`src/rtl/simon_pkg.sv`:
```
// Shared types and helpers for the Simon playback sequencer.
// Latency: n/a (declarations only).
// Backpressure: n/a.
package simon_pkg;

    localparam int COLOUR_W = 2;

    typedef enum logic [2:0] {
        ST_IDLE,
        ST_FETCH,
        ST_WAIT,
        ST_ON,
        ST_GAP,
        ST_DONE
    } state_t;

    // One-hot LED pattern for a colour index.
    function automatic logic [3:0] colour_to_led(input logic [COLOUR_W-1:0] colour);
        return 4'b0001 << colour;
    endfunction

endpackage

```
`src/rtl/simon_ms_timer.sv`:
```
// Millisecond phase timer: counts whole ms of ticks_per_milli cycles from a clear.
// Latency: expired is registered and high during the last cycle of a target_ms window.
// Backpressure: none; clear restarts the window and resamples tpm/target.
// Ports: clk, rst_n (sync, active-low), ticks_per_milli (0 treated as 1), clear (asserted
//        in the cycle before a phase starts), target_ms (>=1 at clear), expired (1 cycle).
module simon_ms_timer #(
    parameter int MS_W = 10
) (
    input  logic            clk,
    input  logic            rst_n,
    input  logic [15:0]     ticks_per_milli,
    input  logic            clear,
    input  logic [MS_W-1:0] target_ms,
    output logic            expired
);

    logic [15:0]     tpm_q;
    logic [15:0]     tpm_eff;
    logic [15:0]     tick_q;
    logic [15:0]     tick_n;
    logic [MS_W-1:0] ms_q;
    logic [MS_W-1:0] ms_n;
    logic [MS_W-1:0] tgt_q;

    always_comb begin
        tpm_eff = (ticks_per_milli == 16'd0) ? 16'd1 : ticks_per_milli;
        if (tick_q == tpm_q - 16'd1) begin
            tick_n = '0;
            ms_n   = ms_q + MS_W'(1);
        end else begin
            tick_n = tick_q + 16'd1;
            ms_n   = ms_q;
        end
    end

    // expired is computed from the values the counters will hold next cycle, so it is
    // high exactly in the final cycle of the window (including a 1-cycle window).
    always_ff @(posedge clk) begin
        if (!rst_n) begin
            tpm_q   <= 16'd1;
            tgt_q   <= '0;
            tick_q  <= '0;
            ms_q    <= '0;
            expired <= 1'b0;
        end else if (clear) begin
            tpm_q   <= tpm_eff;
            tgt_q   <= target_ms;
            tick_q  <= '0;
            ms_q    <= '0;
            expired <= (tpm_eff == 16'd1) && (target_ms == MS_W'(1));
        end else begin
            tick_q  <= tick_n;
            ms_q    <= ms_n;
            expired <= (tick_n == tpm_q - 16'd1) && (ms_n == tgt_q - MS_W'(1));
        end
    end

endmodule

```
`src/rtl/simon_playback_seq.sv`:
```
// Simon "show" sequencer: fetches colours from RAM, lights LED + tone per step, then gaps.
// Latency: start -> mem_rd next cycle, first LED 3 cycles after start; 2-cycle fetch per step.
// Backpressure: none; start ignored while busy, abort returns to idle next cycle, no done.
// Ports: clk, rst_n (sync, active-low), ticks_per_milli, start, abort, seq_len, step_ms, gap_ms,
//        mem_rd/mem_addr/mem_data (read port, data one cycle after strobe), led, tone_en,
//        tone_sel, busy, done.
// Option: define SIMON_PLAYBACK_SPEEDUP_EN to shorten on-time for long sequences.
module simon_playback_seq
    import simon_pkg::*;
#(
    parameter  int MAX_LEN = 32,
    parameter  int MS_W    = 10,
    localparam int ADDR_W  = $clog2(MAX_LEN)
) (
    input  logic                clk,
    input  logic                rst_n,
    input  logic [15:0]         ticks_per_milli,
    input  logic                start,
    input  logic                abort,
    input  logic [ADDR_W:0]     seq_len,
    input  logic [MS_W-1:0]     step_ms,
    input  logic [MS_W-1:0]     gap_ms,
    output logic                mem_rd,
    output logic [ADDR_W-1:0]   mem_addr,
    input  logic [COLOUR_W-1:0] mem_data,
    output logic [3:0]          led,
    output logic                tone_en,
    output logic [COLOUR_W-1:0] tone_sel,
    output logic                busy,
    output logic                done
);

    localparam int LEN_W = ADDR_W + 1;

    state_t            state;
    logic [ADDR_W-1:0] step_q;
    logic [ADDR_W-1:0] next_step;
    logic [LEN_W-1:0]  len_q;
    logic [LEN_W-1:0]  len_clamp;
    logic [MS_W-1:0]   step_eff;
    logic [MS_W-1:0]   on_ms;
    logic              last_step;
    logic              tmr_clear;
    logic [MS_W-1:0]   tmr_target;
    logic              tmr_expired;

    assign len_clamp = (seq_len > LEN_W'(MAX_LEN)) ? LEN_W'(MAX_LEN) : seq_len;
    assign next_step = step_q + ADDR_W'(1);
    assign last_step = ({1'b0, step_q} == len_q - LEN_W'(1));

    always_comb begin
        step_eff = (step_ms == '0) ? MS_W'(1) : step_ms;
        on_ms    = step_eff;
`ifdef SIMON_PLAYBACK_SPEEDUP_EN
        if (len_q >= LEN_W'(14)) begin
            on_ms = step_eff >> 1;
        end else if (len_q >= LEN_W'(6)) begin
            on_ms = step_eff - (step_eff >> 2);
        end
        if (on_ms == '0) begin
            on_ms = MS_W'(1);
        end
`endif
    end

    // The timer is cleared in the cycle before a timed phase begins so that its
    // registered expired lands on the phase's final cycle.
    assign tmr_clear  = (state == ST_WAIT) ||
                        ((state == ST_ON) && tmr_expired && !last_step && (gap_ms != '0));
    assign tmr_target = (state == ST_WAIT) ? on_ms : gap_ms;

    simon_ms_timer #(.MS_W(MS_W)) u_timer (
        .clk             (clk),
        .rst_n           (rst_n),
        .ticks_per_milli (ticks_per_milli),
        .clear           (tmr_clear),
        .target_ms       (tmr_target),
        .expired         (tmr_expired)
    );

    always_ff @(posedge clk) begin
        if (!rst_n || abort) begin
            state    <= ST_IDLE;
            step_q   <= '0;
            len_q    <= '0;
            led      <= '0;
            tone_en  <= 1'b0;
            tone_sel <= '0;
            mem_rd   <= 1'b0;
            mem_addr <= '0;
            busy     <= 1'b0;
            done     <= 1'b0;
        end else begin
            mem_rd <= 1'b0;
            done   <= 1'b0;
            case (state)
                ST_IDLE: begin
                    if (start) begin
                        len_q <= len_clamp;
                        if (len_clamp == '0) begin
                            state <= ST_DONE;
                            done  <= 1'b1;
                        end else begin
                            state    <= ST_FETCH;
                            step_q   <= '0;
                            mem_rd   <= 1'b1;
                            mem_addr <= '0;
                            busy     <= 1'b1;
                        end
                    end
                end
                ST_FETCH: state <= ST_WAIT;
                ST_WAIT: begin
                    tone_sel <= mem_data;
                    led      <= colour_to_led(mem_data);
                    tone_en  <= 1'b1;
                    state    <= ST_ON;
                end
                ST_ON: begin
                    if (tmr_expired) begin
                        led     <= '0;
                        tone_en <= 1'b0;
                        if (last_step) begin
                            state <= ST_DONE;
                            done  <= 1'b1;
                            busy  <= 1'b0;
                        end else if (gap_ms != '0) begin
                            state <= ST_GAP;
                        end else begin
                            state    <= ST_FETCH;
                            step_q   <= next_step;
                            mem_rd   <= 1'b1;
                            mem_addr <= next_step;
                        end
                    end
                end
                ST_GAP: begin
                    if (tmr_expired) begin
                        state    <= ST_FETCH;
                        step_q   <= next_step;
                        mem_rd   <= 1'b1;
                        mem_addr <= next_step;
                    end
                end
                ST_DONE: state <= ST_IDLE;
                default: state <= ST_IDLE;
            endcase
        end
    end

endmodule

```
`config.mk`:
```
export PLATFORM = sky130hd
export DESIGN_NAME = simon_playback_seq
export DESIGN_NICKNAME = d
export VERILOG_FILES = /design/src/rtl/simon_pkg.sv /design/src/rtl/simon_ms_timer.sv /design/src/rtl/simon_playback_seq.sv
export SDC_FILE = /design/constraint.sdc
export NUM_CORES = 1
export LEC_CHECK = 0
export ABC_AREA = 1
export ABC_CLOCK_PERIOD_IN_PS = 2600
export BUFFER_PORTS_ARGS = -buffer_cell sky130_fd_sc_hd__buf_2
export CORE_MARGIN = 3
export CORE_UTILIZATION = 60
export CTS_BUF_LIST = sky130_fd_sc_hd__clkbuf_16
export DETAILED_ROUTE_END_ITERATION = 7
export PLACE_DENSITY = 0.82
export SLEW_MARGIN = 25
export SYNTH_ARGS = -nofsm -noshare
export SYNTH_HDL_FRONTEND = slang
export SYNTH_SLANG_ARGS = --single-unit
```
`constraint.sdc`:
```
create_clock -name clk -period 2.6 [get_ports clk]
set_input_delay 0.26 -clock clk [delete_from_list [all_inputs] [get_ports clk]]
set_output_delay 0.26 -clock clk [all_outputs]
set_load 0.01 [all_outputs]
```
# After elaboration in Yosys (flattened, before gate mapping)
# Cells that the tools add are included.
[word_totals] out_inout_bits=15 inputBits=48 register_bits=77
[classes] mux=42 addsub=6 n_bitwise=1 n_eq_ne=17 order_cmp=1 shift=1 n_reduce_logical=23
[ops] op="$eq 16x16->1" n=2
[ops] op="$mux 16" n=2
[ops] op="$mux 10" n=3
[ops] op="$mux 5" n=6
[ops] op="$mux 3" n=6
[ops] op="$add 16x1->16 const B" n=1
[ops] op="$eq 16x1->1 const B" n=1
[ops] op="$logic_not 16->1" n=1
[ops] op="$mux 1" n=16
[ops] op="$sub 16x1->16 const B" n=1
[ops] op="$pmux 3 s5" n=1
[ops] op="$pmux 5 s3" n=1
[ops] op="$add 10x1->10 const B" n=1
[ops] op="$eq 10x1->1 const B" n=1
[ops] op="$eq 10x10->1" n=1
[ops] op="$logic_not 10->1" n=1
[ops] op="$ne 2x2->1 const B" n=5
[ops] op="$reduce_bool 10->1" n=1
[ops] op="$sub 10x1->10 const B" n=1
[ops] op="$pmux 4 s2" n=1
[ops] op="$reduce_and 7->1" n=1
[ops] op="$eq 3x2->1 const B" n=2
[ops] op="$eq 5x6->1" n=1
[ops] op="$gt 6x6->1 const B" n=1
[ops] op="22 further kinds" n=33

# Depth between registers and ports, before layout
# Gate-level depths: netlist of run 1.
[depth] ltp_word=7 depth_mapped=24 ltp_nobuf=23

# Modules after synthesis
# A second synthesis of run 1 with hierarchy kept.
[unflattened] cells_unflattened=918 area_unflattened_um2=5500.3
[by_module_without_submodules] module="simon_ms_timer" seq_area_each_um2=1061.0 n_inst=1 cells_each=677 area_each_um2=4032.6
[by_module_without_submodules] module="simon_playback_seq" seq_area_each_um2=480.5 n_inst=1 cells_each=241 area_each_um2=1467.7

# Worst setup path before layout of run 1
# Ideal clock, no wire load.
[synth_path] path_kind="reg-to-reg" start="register u_timer.tpm_q[0]" end="register u_timer.expired" path_stages_with_launch=22 arrival_time_ns=2.292 setup_time_ns=0.064 t_required_ns=2.536 path_buffers=1 slack_ns=0.244 cell_sequence="dfxtp_1 -> inv_2 -> ha_1 -> nand2_2 -> nor2_4 -> nand3_1 -> nand3_1 -> nand2_1 -> inv_1 -> nand3_1 -> nor2_4 -> nand2_4 -> buf_6 -> nand2_1 -> nand2_1 -> nand2_1 -> nand3_1 -> nor2_1 -> nand3_1 -> nor2_1 -> nor2_1 -> nor2_1"
[synth_via] elab_chain_cells=6 word_cells_on_any_way=8 cone_classes="add/sub: 1; eq/ne: 3; mux: 3; reduce/logical: 1"
[synth_lines] item="from (decl)" line_no="simon_ms_timer.sv:17" source="logic [15:0] tpm_q;"
[synth_lines] item="from (signal assigned)" line_no="simon_ms_timer.sv:46" source="tpm_q <= tpm_eff;"
[synth_lines] item="$sub 16x1->16 (*)" line_no="simon_ms_timer.sv:27, simon_ms_timer.sv:54"
[synth_lines] item="$eq 16x16->1" line_no="simon_ms_timer.sv:27" source="if (tick_q == tpm_q - 16'd1) begin"
[synth_lines] item="$mux 16 or $mux 10 (tied branches)" line_no="simon_ms_timer.sv:27"
[synth_lines] item="$eq 16x16->1 or $eq 10x10->1 (tied branches)" line_no="simon_ms_timer.sv:54" source="expired <= (tick_n == tpm_q - 16'd1) && (ms_n == tgt_q - MS_W'(1));"
[synth_lines] item="$logic_and 1x1->1 (*)" line_no="simon_ms_timer.sv:54"
[synth_lines] item="$mux 1 (*)" line_no="simon_ms_timer.sv:45" source="end else if (clear) begin"
[synth_lines] item="to (signal assigned)" line_no="simon_ms_timer.sv:50" source="expired <= (tpm_eff == 16'd1) && (target_ms == MS_W'(1));"
[synth_lines] item="to (signal assigned)" line_no="simon_ms_timer.sv:54"
[synth_lines] item="to (decl)" line_no="simon_ms_timer.sv:14" source="output logic expired"
# Every way passes the cells marked *; elsewhere a longest branch is shown, timed or not.
# A chain may end at the register's enable or synchronous reset.

# Worst setup path after layout of run 1
[layout_path] start="register u_timer.tpm_q[2]" end="register u_timer.expired"
# The elaborated chain is that of the path after synthesis.

==> flow_metrics.tcl, run 1 <==
set metrics [dict create \
    min-delay-path-class "in2reg" \
    ys_warn_count 0 \
    critPathBufInv 4 \
    r2r_setup_slack_ps -150 \
    synth_edf_count 0 \
    gp_congestion 0.927 \
    async_flop_share_pct 0 \
    grt_pass1_vias 5824 \
    violations "negative setup slack" \
    ys_seq_area_share_pct 28.1 \
    crit_type "reg2reg" \
    area_growth_pct 28.3 \
    cap_violations 0 \
    ir_worst_vdd_v 0.000310 \
    syn-cell-area_mm2 0.00548 \
    setup_ws_ps -151 \
    fin_crit_sh_pct 106 \
    slew_headroom_pct 68.2 \
    intPower_mw 2.70 \
    wirelength_um 16300 \
    fp.coreArea_mm2 0.00881 \
    finalHoldViolCount 0 \
    synthFlopType "dfxtp_1" \
    antenna_found_initial 0 \
    placementRows 34 \
    cp.arrival_ps 3030 \
    rsz0062_at_grt "yes" \
    cts_tree "built" \
    synthCells 913 \
    clock_latency_ps 340 \
    ctsHoldBuffers 0 \
    cts-root-buf "clkbuf_16" \
    crit_path_max_fanout 5 \
    cts_htree_levels 3 \
    grt_max_degree 45 \
    synth_nets 967 \
    critPathLaunch "u_timer.tpm_q[2]$_SDFFE_PN0P_" \
    path_cells "nor2_4 -> nand2_4 -> nor2_4 -> buf_6 -> buf_4 -> buf_4 -> nand3_1 -> nand3_1 -> nand2_1 -> nor2_1 -> nand2_1 -> nor2_2 -> nand3_1 -> nand3_1 -> nand2_1 -> inv_1 -> nand2_1 -> nor2_1 -> nand3_1 -> nor2_1 -> nor2_1 -> nor2_1" \
    wl_per_cell_um 13.8 \
    r2r_end "u_timer.expired$_SDFF_PN0_" \
    cts_buffer_depth 2 \
    period_needed_ps 2750 \
    p_comb_share_pct 41.1 \
    setup_viol 1 \
    crit_family "simple AND/OR/NAND/NOR gates" \
    status "finished with violations" \
    drv_slew 0 \
    die_h_um 102 \
    fillCellCount 634 \
    leakagePower_nw 3.57 \
    diodes 0 \
    grtUsageTotal_pct 31.7 \
    fin_util_pct 79.9 \
    whs_endpoint "len_q[3]$_SDFFE_PP0P_" \
    worst_slew_pin_slew_ps 474 \
    critPathRequiredTime_ps 2880 \
    dp_hpwl_um 12000 \
    cp_num_cells 22 \
    rr_startpoint "u_timer.tpm_q[2]$_SDFFE_PN0P_" \
    drc_errors 0 \
    cts_sinks 77 \
    ioPinCount 63 \
    cellPowerDensity_mw_per_mm2 611 \
    overflow 0 \
    switching_power_mw 1.60 \
    clkTransAtPathRegs_ps 60 \
    slowest_delay_ps 360 \
    cp-end-kind "flop" \
    dp.cells 1154 \
    drt_pass1_iterations 6 \
    hold_start "seq_len[3]" \
    synth_seq_cells 77 \
    vias 6399 \
    antenna_left 0 \
    switching_share_pct 37.2 \
    initial_core_util_pct 62.2 \
    synth_cell_type_count 41 \
    reg2reg_depth 22 \
    layoutNonFillerInstCount 1178 \
    cts_inserted_buffers 9 \
    p_clk_share_pct 27.3 \
    holdPathStages 3 \
    nNetsFinal 1120 \
    syn_area_per_cell_um2 6.00 \
    startpoint_type "flop" \
    p_seq_share_pct 31.6 \
    drtIter0Drc 603 \
    layout-drive-gt1-share_pct 22.5 \
    fp.dieW_um 102 \
    die-area_mm2 0.0103 \
    cpMaxStageDelayCell "dfxtp_1" \
    clock_skew_ps 8.75 \
    routed_via_density 5.43 \
    numPortBuffers 62 \
    grt_first_pass_wirelength_um 26400 \
    fmax_mhz 364 \
]
## kinds of logic (layout without fill, tap and decap cells)
kind of cell / after synthesis / after routing / share of synthesized area, %
and+or+nand+nor: 567 / 567 / 45.9
buffers and inverters: 152 / 309 / 10.9
DFF: 77 / 77 / 28.1
AOI/OAI and AO/OA: 74 / 74 / 7.46
xor gates and xnor gates: 33 / 33 / 5.52
adders and majority gates: 6 / 6 / 1.37
muxes: 4 / 4 / 0.730
## synth_stat cells, drive strengths merged (10+ instances only)
cell type | number | share of area (%)
o22ai | 10 | 1.1
nand2 | 274 | 19
nor3 | 16 | 1.7
clkbuf | 12 | 0.82
o21ai | 32 | 2.9
nor2 | 126 | 9.7
a21oi | 25 | 2.4
inv | 134 | 9.2
nand4 | 16 | 1.8
xor2 | 27 | 4.3
dfxtp | 77 | 28
nand3 | 119 | 11
## registers in the layout, summed over array words and instances (netlist names)
| register | cells |
|---|---|
| tone_sel | 2 |
| u_timer.tgt_q | 10 |
| tone_en | 1 |
| done | 1 |
| busy | 1 |
| mem_rd | 1 |
| step_q | 5 |
| u_timer.tick_q | 16 |
| len_q | 6 |
| u_timer.expired | 1 |
| u_timer.ms_q | 10 |
| led | 4 |
| u_timer.tpm_q | 16 |
| state | 3 |
## power groups by stage
| stage | sequential [mW] | combinational [mW] | clock (mW) |
|---|---|---|---|
| final | 1.36 | 1.77 | 1.18 |
| after CTS | 1.35 | 1.64 | 1.17 |
| after global placement | 1.38 | 1.56 | 0 |
| after detailed placement | 1.38 | 1.59 | 0 |
| after global routing | 1.36 | 1.95 | 1.23 |
| after floorplan | 1.36 | 1.03 | 0 |
## how the worst max path moves through the flow
stage / slack, ps / to
floorplan: 240 / u_timer.expired$_SDFF_PN0_
global placement: -120 / u_timer.expired$_SDFF_PN0_
detailed placement: -200 / u_timer.expired$_SDFF_PN0_
CTS: -20 / u_timer.expired$_SDFF_PN0_
global route: -310 / u_timer.expired$_SDFF_PN0_
finish: -150 / u_timer.expired$_SDFF_PN0_
## through the flow
stage | TNS [ps] | total power, mW | area [um^2] | hold WS [ps] | worst slack [ps]
global route | -355 | 4.55 | 7030 | 186 | -310
detailed placement | -196 | 2.96 | 6530 | 450 | -196
floorplan | 0 | 2.39 | 5480 | 399 | 244
finish | -151 | 4.30 | 7030 | 175 | -151
CTS | -20.6 | 4.16 | 6900 | 176 | -20.6
global placement | -125 | 2.94 | 6530 | 449 | -125
## routing by layer
metal | share of wire [%] | track usage [%] | up-vias
met5 | 0 | 0 | -
met4 | 2.3 | 10.2 | 0
met3 | 8.9 | 6.34 | 40
met2 | 45 | 50.9 | 320
met1 | 43 | 42.8 | 2827
li1 | - | - | 3212
## area by class of cell
| cell class | count | area, um^2 | share of cell area, % |
|---|---|---|---|
| Tap cell | 108 | 135 | 1.92 |
| Sequential cell | 77 | 1550 | 22.0 |
| Multi-Input combinational cell | 684 | 3480 | 49.5 |
| Clock inverter | 6 | 38.8 | 0.552 |
| Clock buffer | 9 | 225 | 3.20 |
| Timing Repair Buffer | 159 | 1100 | 15.6 |
| Inverter | 135 | 507 | 7.21 |
## cell usage in the layout, fill, tap and decap left out, types with 2 or more instances in the layout
master      instances
nor2_2             14
a211oi_1            2
ha_1                5
inv_1             129
xnor2_1             4
a21oi_1            24
nand2_4             4
clkinv_2            3
buf_12              2
and3_1              2
xor2_1             27
nor3_2              2
nand3_1           113
nor3_1             13
nand2_2            16
nor2_4             10
dfxtp_1            74
nand3_4             2
mux2i_1             4
or2_2               2
clkbuf_16          10
inv_2               5
nand2_1           254
buf_6               5
nand3_2             4
dfxtp_2             3
nor2_1            102
nand4_1            16
buf_2              62
nand3b_1            5
o21ai_0            31
o22ai_1            10
clkinvlp_4          2
nor4_1              6
buf_4              89
## timing repair
item	in CTS	in global routing
gates cloned	0	2
pin swaps	7	14
endpoints found under the setup margin	1	4
buffers inserted	3	4
hold endpoints to repair	0	0
resized for setup	24	20
## worst min-delay path: stages
cell     delay, ps
buf_2          110
nand2_1         50
a21oi_1         50
Power figures use the tool's default switching activity.
==> run 2, diff against run 1 <==
- MAX_ROUTING_LAYER: default -> met4
- SYNTH_HIERARCHICAL: default -> 1
==> flow_metrics.tcl, run 2 <==
set metrics [dict create \
    startpoint_type "flop" \
    drtIter0Drc 411 \
    placementRows 34 \
    min-delay-path-class "in2reg" \
    cts_inserted_buffers 9 \
    synthCells 918 \
    fin_util_pct 79.2 \
    worst_slew_pin_slew_ps 727 \
    status "finished with violations" \
    critPathRequiredTime_ps 2870 \
    setup_ws_ps -190 \
    wirelength_um 16800 \
    clock_skew_ps 9.21 \
    violations "negative setup slack" \
    layout-drive-gt1-share_pct 22.3 \
    synthFlopType "dfxtp_1" \
    antenna_found_initial 0 \
    synth_cell_type_count 37 \
    crit_type "reg2reg" \
    dp.cells 1137 \
    fmax_mhz 358 \
    final_cell_mix "266 x nand2_1, 121 x inv_1, 107 x nand3_1" \
    p_total_mw 4.65 \
    die-area_mm2 0.0104 \
    cts_tree "built" \
    leakagePower_nw 3.48 \
    fp.coreArea_mm2 0.00881 \
    rr_startpoint "u_timer/tpm_q[0]$_SDFFE_PN1P_" \
    clock_latency_ps 340 \
    cts-root-buf "clkbuf_16" \
    die_h_um 102 \
    hold_start "seq_len[3]" \
    synth_largest_area_cell "dfxtp_1" \
    async_flop_share_pct 0 \
    yosysTopAreaCellShare_pct 28.0 \
    cap_violations 0 \
    cts_sinks 77 \
    cts_htree_levels 3 \
    diodes 0 \
    period_needed_ps 2790 \
    finalHoldViolCount 0 \
    cellPowerDensity_mw_per_mm2 666 \
    nNetsFinal 1106 \
    area_growth_pct 26.8 \
    rsz0062_at_grt "yes" \
    cp.arrival_ps 3060 \
    gp_congestion 0.952 \
    numPortBuffers 62 \
    slew_headroom_pct 51.1 \
    wl_per_cell_um 14.4 \
    r2r_end "u_timer/expired$_SDFF_PN0_" \
    syn-cell-area_mm2 0.00550 \
    ys_seq_area_share_pct 28.0 \
    setup_viol 1 \
    dp_hpwl_um 11800 \
    ir_worst_vdd_v 0.000472 \
    synth_seq_cells 77 \
    grt_max_degree 27 \
    synth_nets 972 \
    grt_first_pass_wirelength_um 26800 \
    yosysMostFrequentCell "nand2_1" \
    layoutNonFillerInstCount 1165 \
    drt_pass1_iterations 8 \
    whs_endpoint "len_q[3]$_SDFFE_PP0P_" \
    yosys-top-cells-count "273 x nand2_1, 123 x inv_1, 116 x nor2_1" \
    fin_crit_sh_pct 107 \
    syn_area_per_cell_um2 5.99 \
    ioPinCount 63 \
    cts_buffer_depth 2 \
    routed_via_density 5.58 \
    ys_warn_count 6 \
    reg_top3 "u_timer/tick_q (16), u_timer/tpm_q (16)" \
    mostFrequentLayoutCell "nand2_1" \
    r2r_setup_slack_ps -190 \
    synth_edf_count 0 \
    overflow 0 \
    drv_slew 0 \
    holdPathStages 3 \
    cp-end-kind "flop" \
    setup_tns_ps -190 \
    grtUsageTotal_pct 33.2 \
    drc_errors 0 \
    reg2reg_depth 23 \
    fp.dieW_um 102 \
    crit_path_max_fanout 5 \
    vias 6497 \
    antenna_left 0 \
    clkTransAtPathRegs_ps 60 \
    initial_core_util_pct 62.5 \
    grt_pass1_vias 6008 \
    synthTopCellsByArea "dfxtp_1 28%, nand2_1 19%, nand3_1 10%" \
]
-- run 2: cell types whose count changed after synthesis, moves of 5 or more --
| cell | before | now |
|---|---|---|
| a21oi_1 | 24 | 19 |
| inv_2 | 4 | 11 |
| nand2_1 | 263 | 273 |
| inv_1 | 130 | 123 |
| nand4_1 | 16 | 11 |
-- run 2: cell type report --
type                       instances  area, um^2
multi-input combinational        694        3590
clock inverter                     7        66.3
timing repair buffer             135         898
tap                              108         135
inverter                         135         510
fill                             627        1830
sequential                        77        1550
clock buffer                       9         225
-- run 2: how the worst max path moves through the flow --
stage | start | end | cells past startpoint
floorplan | len_q[0]$_SDFFE_PP0P_ | u_timer/ms_q[3]$_SDFF_PP0_ | 16
global route | u_timer/tpm_q[0]$_SDFFE_PN1P_ | u_timer/expired$_SDFF_PN0_ | 23
finish | u_timer/tpm_q[0]$_SDFFE_PN1P_ | u_timer/expired$_SDFF_PN0_ | 23
CTS | u_timer/tpm_q[5]$_SDFFE_PN0P_ | u_timer/expired$_SDFF_PN0_ | 20
detailed placement | u_timer/tpm_q[1]$_SDFFE_PN0P_ | u_timer/expired$_SDFF_PN0_ | 22
global placement | u_timer/tpm_q[5]$_SDFFE_PN0P_ | u_timer/expired$_SDFF_PN0_ | 21
-- run 2: critical path, cell delays in order, from the launching register on --
cell and delay (ps):
dfxtp_2 350, inv_2 60, ha_4 290, inv_4 40, nand2_4 50, nand2_4 60
nor2_4 120, nand3_2 100, nor2_2 110, nand2_1 70, nor2_1 140, nand2_1 110
nor2_4 170, buf_6 150, nand2_8 60, nand3b_1 80, nand2_1 50, nor2_1 100
nand2_1 90, nor2_2 190, nand3_1 100, nor2_1 90, nor2_1 50, nor2_1 100
-- run 2: per-stage QoR --
| step | setup WS [ps] | hold WS (ps) | cell area [um^2] |
|---|---|---|---|
| floorplan | 81.2 | 399 | 5500 |
| global placement | -86.5 | 449 | 6360 |
| detailed placement | -189 | 461 | 6360 |
| CTS | 3.24 | 161 | 6840 |
| global route | -394 | 192 | 6980 |
| finish | -190 | 177 | 6980 |
-- run 2: cell families (layout without fill, tap and decap cells) --
group | Yosys count | in the layout | share of synthesized area [%]
simple gates | 579 | 584 | 47.5
xor+xnor | 29 | 29 | 4.62
compound gates | 75 | 75 | 7.67
buf+inv | 152 | 286 | 10.9
fa+ha+maj | 6 | 6 | 1.36
flops | 77 | 77 | 28.0
-- run 2: per-layer routing --
metal  vias to the layer above  global-route usage [%]  part of all wire, %
met2                       322                    53.8                   47
met1                      2896                    39.8                   41
met3                        72                    4.96                  7.2
met5                         -                       -                    0
li1                       3207                       -                    -
met4                         0                    17.2                  4.8
-- run 2: where the power goes --
group,internal (mW),switching (mW),leakage [nW],total [mW]
sequential,1.27,0.0870,0.626,1.36
clock,0.737,0.524,0.136,1.26
combinational,0.839,1.19,2.72,2.02
total,2.85,1.80,3.48,4.65
-- run 2: repair_timing --
item | 4_1_cts | 5_1_grt
hold buffers | 0 | 0
setup endpoints to repair | 1 | 1
setup buffers | 7 | 0
pin swaps | 10 | 31
resized for setup | 20 | 34
cloned | 3 | 2
